[src/rtl/trivium_rnd_source_if.sv]
// Seed and randomness handshake bundle for trivium_rnd_source.
// The producer (the Trivium block) takes the master view; the seed
// supplier / gadget consumer side takes the slave view.
interface trivium_rnd_source_if #(
   parameter int NRND = 64
);
   logic [159:0]    seed;
   logic            seed_valid;
   logic            seed_ready;
   logic [NRND-1:0] rnd;
   logic            rnd_valid;
   logic            rnd_ready;

   modport master (
      input  seed, seed_valid, rnd_ready,
      output seed_ready, rnd, rnd_valid
   );

   modport slave (
      output seed, seed_valid, rnd_ready,
      input  seed_ready, rnd, rnd_valid
   );
endinterface

[src/rtl/trivium_rnd_source.sv]
// Trivium keystream randomness source feeding the masked gadget array.
// Register bit k holds Trivium state bit s(k+1). One step of NRND unrolled
// rounds per cycle; words are presented only in RUN and consumed exactly once.

// One Trivium round: keystream bit z and the shifted state.
module trivium_round (
   input  logic [287:0] s_in,
   output logic [287:0] s_out,
   output logic         z
);
   logic t1, t2, t3;
   logic t1f, t2f, t3f;

   assign t1  = s_in[65]  ^ s_in[92];
   assign t2  = s_in[161] ^ s_in[176];
   assign t3  = s_in[242] ^ s_in[287];
   assign z   = t1 ^ t2 ^ t3;
   assign t1f = t1 ^ (s_in[90]  & s_in[91])  ^ s_in[170];
   assign t2f = t2 ^ (s_in[174] & s_in[175]) ^ s_in[263];
   assign t3f = t3 ^ (s_in[285] & s_in[286]) ^ s_in[68];
   // three shift registers, each fed by the feedback of another
   assign s_out = {s_in[286:177], t2f, s_in[175:93], t1f, s_in[91:0], t3f};
endmodule

module trivium_rnd_source #(
   parameter int NRND          = 64,
   parameter int WARMUP_ROUNDS = 1152
) (
   input logic                clk,
   input logic                rst_n,
   trivium_rnd_source_if.master bus
);
   // warm-up is done in whole steps, so it may overshoot to a multiple of NRND
   localparam int WARM_STEPS = (WARMUP_ROUNDS + NRND - 1) / NRND;
   localparam int CW         = $clog2(WARM_STEPS + 1);
   localparam logic [CW-1:0] CNT_INIT = CW'(WARM_STEPS);

   typedef enum logic [1:0] {IDLE, WARMUP, RUN} state_t;

   state_t              st_q, st_d;
   logic [287:0]        s_q, s_d;
   logic [CW-1:0]       cnt_q, cnt_d;
   logic [NRND:0][287:0] chain;
   logic [NRND-1:0]     z;
   logic                run;

   assign chain[0] = s_q;

   for (genvar i = 0; i < NRND; i++) begin : g_round
      trivium_round u_round (
         .s_in  (chain[i]),
         .s_out (chain[i+1]),
         .z     (z[i])
      );
   end

   // Outputs depend only on registers; warm-up bits never leave the block.
   assign run            = (st_q == RUN);
   assign bus.rnd_valid  = run;
   assign bus.rnd        = run ? z : '0;
   assign bus.seed_ready = 1'b1;

   // Next state: a seed load wins over any step, including a same-cycle transfer.
   always_comb begin
      st_d  = st_q;
      s_d   = s_q;
      cnt_d = cnt_q;
      if (bus.seed_valid) begin
         s_d   = {3'b111, 108'b0, 4'b0, bus.seed[159:80], 13'b0, bus.seed[79:0]};
         cnt_d = CNT_INIT;
         st_d  = WARMUP;
      end else begin
         case (st_q)
            WARMUP: begin
               s_d   = chain[NRND];
               cnt_d = cnt_q - 1'b1;
               if (cnt_q == 1) st_d = RUN;
            end
            RUN: begin
               // advance on every transfer so no word is presented twice
               if (bus.rnd_ready) s_d = chain[NRND];
            end
            default: ;
         endcase
      end
   end

   // State register with asynchronous clear.
   always_ff @(posedge clk or negedge rst_n) begin
      if (!rst_n) begin
         st_q  <= IDLE;
         s_q   <= '0;
         cnt_q <= '0;
      end else begin
         st_q  <= st_d;
         s_q   <= s_d;
         cnt_q <= cnt_d;
      end
   end
endmodule
[src/flat_wrapper.sv]
// flat-port wrapper written by rule: the top's interface ports become plain ports
module trivium_rnd_source_flat 
#(
   parameter int NRND          = 64,
   parameter int WARMUP_ROUNDS = 1152
)
  (clk, rst_n, bus_seed, bus_seed_valid, bus_rnd_ready, bus_seed_ready, bus_rnd, bus_rnd_valid);
  trivium_rnd_source_if #(.NRND(NRND)) bus_i ();
  input logic clk;
  input logic rst_n;
  input wire logic [$bits(bus_i.seed)-1:0] bus_seed;
  input wire logic [$bits(bus_i.seed_valid)-1:0] bus_seed_valid;
  input wire logic [$bits(bus_i.rnd_ready)-1:0] bus_rnd_ready;
  output wire logic [$bits(bus_i.seed_ready)-1:0] bus_seed_ready;
  output wire logic [$bits(bus_i.rnd)-1:0] bus_rnd;
  output wire logic [$bits(bus_i.rnd_valid)-1:0] bus_rnd_valid;
  assign bus_i.seed = bus_seed;
  assign bus_i.seed_valid = bus_seed_valid;
  assign bus_i.rnd_ready = bus_rnd_ready;
  assign bus_seed_ready = bus_i.seed_ready;
  assign bus_rnd = bus_i.rnd;
  assign bus_rnd_valid = bus_i.rnd_valid;
  trivium_rnd_source #(.NRND(NRND), .WARMUP_ROUNDS(WARMUP_ROUNDS)) u_core (.clk(clk), .rst_n(rst_n), .bus(bus_i));
endmodule
[config.mk]
export PLATFORM = sky130hd
export DESIGN_NAME = trivium_rnd_source_flat
export DESIGN_NICKNAME = d
export VERILOG_FILES = /design/src/rtl/trivium_rnd_source_if.sv /design/src/rtl/trivium_rnd_source.sv /design/src/flat_wrapper.sv
export SDC_FILE = /design/constraint.sdc
export NUM_CORES = 1
export LEC_CHECK = 0
export BUFFER_PORTS_ARGS = -buffer_cell sky130_fd_sc_hd__buf_2
export CORE_AREA = 2 2 205 207
export CTS_CLUSTER_DIAMETER = 150
export DETAILED_ROUTE_END_ITERATION = 12
export DIE_AREA = 0 0 207 209
export GPL_TIMING_DRIVEN = 1
export PLACE_DENSITY_LB_ADDON = 0.12
export SYNTH_ARGS = -nofsm -noshare
export SYNTH_HDL_FRONTEND = slang
export SYNTH_SLANG_ARGS = --single-unit
export TNS_END_PERCENT = 50
[constraint.sdc]
create_clock -name clk -period 1.7 [get_ports clk]
set_clock_uncertainty 0.2 [all_clocks]
set_input_delay 0.17 -clock clk [delete_from_list [all_inputs] [get_ports clk]]
set_output_delay 0.17 -clock clk [all_outputs]
set_load 0.05 [all_outputs]
==> results of run 1 <==
-- cell families after synthesis --
family,Yosys count,synth area share [%]
compound gates,334,12.7
xor+xnor,450,34.1
fa+ha+maj,2,0.112
buf+inv,306,6.48
flops,295,33.2
mux,33,1.49
other cells,1,0.0169
simple gates,521,11.9
-- routing by layer --
| metal | global-route usage, % | overflow |
|---|---|---|
| met3 | 79.2 | 29 |
| met1 | 86.2 | 18 |
| met2 | 105 | 683 |
| met4 | 98.4 | 386 |
| met5 | 56.2 | 12 |
-- synth_stat cells (all sizes together) --
library cell,number
xnor3,165
clkbuf,114
nor3,2
nand4b,1
o221a,128
nand2,193
conb,1
nand4,93
o41ai,1
xor2,55
nor4,26
o21ai,73
xnor2,139
nor2b,2
o211ai,41
a31o,23
dfrtp,295
and2,10
a31oi,3
a21o,1
nand2b,130
inv,68
xor3,91
nand3,2
a21oi,2
mux2i,32
or4,1
nor2,57
buf,124
nand3b,3
and3b,1
mux2,1
ha,2
o31ai,62
-- metrics by stage --
step | setup slack [ns] | utilization, %
4_1_cts | -0.819 | 90.6
2_1_floorplan | -0.0777 | -
3_5_place_dp | -0.473 | 72.7
3_3_place_gp | -0.442 | 72.7
-- what timing repair did --
item | in CTS
hold endpoints to repair | 488
pin swaps | 218
resized for setup | 520
cloned | 36
buffers inserted | 117
setup endpoints to repair | 346
hold buffers | 177
==> impl_metrics.tcl, run 1 <==
set metrics [dict create \
    status "did not finish" \
    haltStage "global routing" \
    firstError "[ERROR GRT-0232] Routing congestion too high. Check the congestion heatmap in the GUI." \
    cts_buffers 38 \
    cts-root-buf "clkbuf_16" \
    dp_cells 3133 \
    yosys_warnings 0 \
    synth_seq_cells 295 \
    die_w_um 207 \
    place.gp.congestion 1.07 \
    htreeDepth 2 \
    grt-ovfl-total 1128 \
    dieHeight_um 209 \
    synthTopCellsByArea "dfrtp_1 (33%), xnor3_1 (17%), xor3_1 (9.7%), xnor2_1 (5.5%), o221a_2 (5.3%)" \
    synth_top_area_cell "dfrtp_1" \
    syn-num-nets 2108 \
    dpl-instance-area_um2 30000 \
    syn_avg_cell_area_um2 11.5 \
    syn_inst 1942 \
    clockBufferDepth 3 \
    track_usage_pct 90.9 \
    grt_max_degree 69 \
    synth_top_area_share_pct 33.2 \
    cts_sinks 295 \
    num_io_pins 230 \
    synth.distinct_cells 44 \
    ys_seq_area_share_pct 33.2 \
    numPortBuffers 228 \
    syn_area_um2 22200 \
    worstEpCategory "primary output" \
    start_util_pct 53.9 \
    rows 75 \
    worst_endpoint "bus_rnd[7]" \
    place_hpwl_mm 82.7 \
]
==> run 2: changes to the inputs <==
--- a/config.mk
+++ b/config.mk
@@ -6,12 +6,11 @@
 export NUM_CORES = 1
 export LEC_CHECK = 0
 export BUFFER_PORTS_ARGS = -buffer_cell sky130_fd_sc_hd__buf_2
-export CORE_AREA = 2 2 205 207
-export CTS_CLUSTER_DIAMETER = 150
+export CORE_AREA = 2 2 239 241
 export DETAILED_ROUTE_END_ITERATION = 12
-export DIE_AREA = 0 0 207 209
+export DIE_AREA = 0 0 241 243
 export GPL_TIMING_DRIVEN = 1
-export PLACE_DENSITY_LB_ADDON = 0.12
+export PLACE_DENSITY_LB_ADDON = 0.15
 export SYNTH_ARGS = -nofsm -noshare
 export SYNTH_HDL_FRONTEND = slang
 export SYNTH_SLANG_ARGS = --single-unit
==> constraint.sdc (replaced) <==
create_clock -name clk -period 2.2 [get_ports clk]
set_clock_uncertainty 0.2 [all_clocks]
set_input_delay 0.22 -clock clk [delete_from_list [all_inputs] [get_ports clk]]
set_output_delay 0.22 -clock clk [all_outputs]
set_load 0.05 [all_outputs]
==> run 2 against run 1 <==
Net effect:
- the flow now finishes, with violations (negative setup slack)
- area after synthesis did not move
- synthesized cell count is the same
==> impl_metrics.tcl, run 2 <==
set metrics [dict create \
    status "complete, but fails checks" \
    violations "negative setup slack" \
    critPathLaunchType "flip-flop" \
    rsz0062_at_grt "yes" \
    worst-setup-path-type "flip-flop to primary output" \
    grt_pass1_vias 20095 \
    syn2layout_area_growth_pct 48.8 \
    grt_pass1_wl_mm 153 \
    grt-ovfl-total 0 \
    rows 87 \
    synth_ff_type "dfrtp_1" \
    critPathMaxStageDelay_ns 0.57 \
    track_usage_pct 37.7 \
    dieHeight_um 243 \
    reg_top3 "u_core.s_q x288, u_core.cnt_q x5, u_core.st_q x2" \
    maxCapViolCount 0 \
    rr_worst_depth 5 \
    yosys_warnings 0 \
    core_area_um2 56000 \
    largest_register "u_core.s_q" \
    ys_seq_area_share_pct 33.2 \
    busiest_layer "met2" \
    worst_slack_ns -0.336 \
    place.gp.congestion 1.01 \
    seq_power_share_pct 20.8 \
    syn_inst 1942 \
    utilization_pct 59.1 \
    synthXorXnorAreaFrac_pct 34.1 \
    synth.distinct_cells 44 \
    clockBufferDepth 3 \
    first_iter_violations 2292 \
    path_clk_slew_ns 0.06 \
    start_util_pct 39.8 \
    antenna_found_initial 2 \
    clock_latency_ns 0.58 \
    crit_buf_inv 1 \
    syn-num-nets 2108 \
    cts_tree "done" \
    worstSetupEndpointType "primary output" \
    relSlewSlack_pct 54.0 \
    largest_reg_flops 288 \
    worstSetupPathDepth 4 \
    num_io_pins 230 \
    ant_nets 0 \
    cts_sinks 295 \
    die_w_um 241 \
    setup_tns_ns -17.56 \
    cts-root-buf "clkbuf_16" \
    vias_per_cell 5.81 \
    dieArea_um2 58600 \
    hold_ws_ns 0.122 \
    synth_compound_area_share_pct 12.7 \
    p_per_area_nw_per_um2 1880 \
    swShare_pct 39.5 \
    final_cell_mix "buf_4 (451), nand2_1 (193), dfrtp_1 (176)" \
    required_ns 1.78 \
    synth_top_family_by_area "XOR/XNOR gates" \
    synthAdderAreaFrac_pct 0.113 \
    r2r_slack_ns 0.11 \
    hold_viol_final 0 \
    htreeDepth 2 \
    drv_slew 0 \
    syn_area_um2 22200 \
    tightestPinTransition_ns 0.671 \
    r2r-start "u_core.s_q[234]" \
    power.internal_mw 37.6 \
    drive_above_1_share_pct 47.8 \
    timing.critical_path.fanout_max 3 \
    numPortBuffers 228 \
    grt_max_degree 62 \
    yosysMostFrequentCell "dfrtp_1" \
    syn_avg_cell_area_um2 11.5 \
    synth_top_area_cell "dfrtp_1" \
    num_vias 19865 \
    synthTopCellsByArea "dfrtp_1 (33%), xnor3_1 (17%), xor3_1 (9.7%), xnor2_1 (5.5%), o221a_2 (5.3%)" \
    synth_mux_area_share_pct 1.49 \
    clockPowerShare_pct 11.0 \
    grtUsageMet1_pct 49.2 \
    timing.critical_path.from "u_core.s_q[120]" \
    max-vdd-ir-drop_mv 0.752 \
    fmax_mhz 394 \
    pwr-share-comb_pct 68.1 \
    drc_errors 0 \
    cts_buffers 39 \
    cp_cell_sequence "xnor2_4 -> xnor3_2 -> nor2_2 -> buf_6" \
    async_reset_ff_share_pct 100 \
    wl_per_cell_um 32.1 \
    min_path_type "input port to async pin" \
    p_leak_nw 15.9 \
    synth_top_area_share_pct 33.2 \
    yosys.area_share.simple_pct 11.9 \
    synth_seq_cells 295 \
    crit_arrival_ns 2.12 \
    setup_viol 64 \
    power.net_switching_mw 24.5 \
    grtUsageMet3_pct 7.63 \
    regToRegEndpoint "u_core.s_q[211]" \
    critical_path.top_delay_family "XOR/XNOR gates" \
    synth_edf_count 0 \
    n_fill_cell 4635 \
    cp_slowest_cell "dfrtp_4" \
    layout_commonest_cell "buf_4" \
    period_share_pct 115 \
    crit_path_end "bus_rnd[41]" \
    drt-pass1-iter-count 5 \
    fin_nets 2802 \
    yosys-top-cells-count "dfrtp_1 (295), nand2_1 (193), xnor3_1 (165)" \
    min_period_ns 2.54 \
    drt_wl_total_mm 110 \
    place_hpwl_mm 83.2 \
    use_met2_pct 56.6 \
]
run 2: tightest hold or removal path, stage by stage:
cell and delay [ns]:
dlygate4sd3_1 0.56, buf_8 0.24, buf_4 0.20
run 2: power groups by stage:
stage                     logic (mW)  registers, mW  clock network [mW]
after floorplan                 23.9           8.87                   0
after global placement          36.4           11.6                   0
after detailed placement        36.5           11.7                   0
after CTS                       40.1           12.5                6.88
after global routing            43.5           13.0                7.09
final                           42.3           12.9                6.86
run 2: worst min path at each step:
stage / start / to / slack (ns)
floorplan: rst_n / u_core.cnt_q[0] / -0.28
global placement: rst_n / u_core.cnt_q[2] / -0.03
detailed placement: rst_n / u_core.cnt_q[2] / -0.03
CTS: rst_n / u_core.s_q[3] / 0.11
global route: rst_n / u_core.s_q[95] / 0.14
finish: rst_n / u_core.s_q[3] / 0.12
run 2: routing by layer:
layer  part of all wire [%]  vias to the layer above  wire length [µm]
met5                      0                        -                 0
met4                    8.3                        0              9100
met3                    9.1                      310             10000
met2                     44                     1232             48600
met1                     38                    10063             42200
li1                       -                     8260                 -
run 2: per-stage QoR:
step	power (mW)	std cells	cell area (µm²)	setup WS [ns]
3_3_place_gp	48.1	3090	26800	-0.381
4_1_cts	59.5	3382	32300	-0.348
3_5_place_dp	48.1	3090	26800	-0.327
2_1_floorplan	32.8	1942	22200	-0.0104
5_1_grt	63.5	3419	33100	-0.385
6_report	62.1	3420	33100	-0.336
run 2: cell type report:
type / count / area, µm² / area share [%]
Antenna cell: 1 / 2.50 / 0.00756
Inverter: 68 / 262 / 0.790
Multi-Input combinational cell: 1341 / 15400 / 46.7
Tap cell: 756 / 946 / 2.86
Clock inverter: 16 / 226 / 0.684
Timing Repair Buffer: 891 / 7580 / 22.9
Sequential cell: 295 / 7540 / 22.8
Clock buffer: 52 / 1100 / 3.31
run 2: timing repair:
action                                 4_1_cts  5_1_grt
endpoints found under the hold margin      466        0
gates resized for setup                    431       97
gates cloned                                 0        0
buffers inserted                            61       37
setup endpoints to repair                   68       66
hold buffers                               164        0
pin swaps                                  119       74
run 2: logic make-up (layout without fill, tap and decap cells):
group,after synthesis,in the layout
xor+xnor,450,450
fa+ha+maj,2,2
flops,295,295
simple gates,521,521
compound gates,334,334
mux,33,33
buf+inv,306,1027
other cells,1,2
Power figures use the tool's default switching activity.
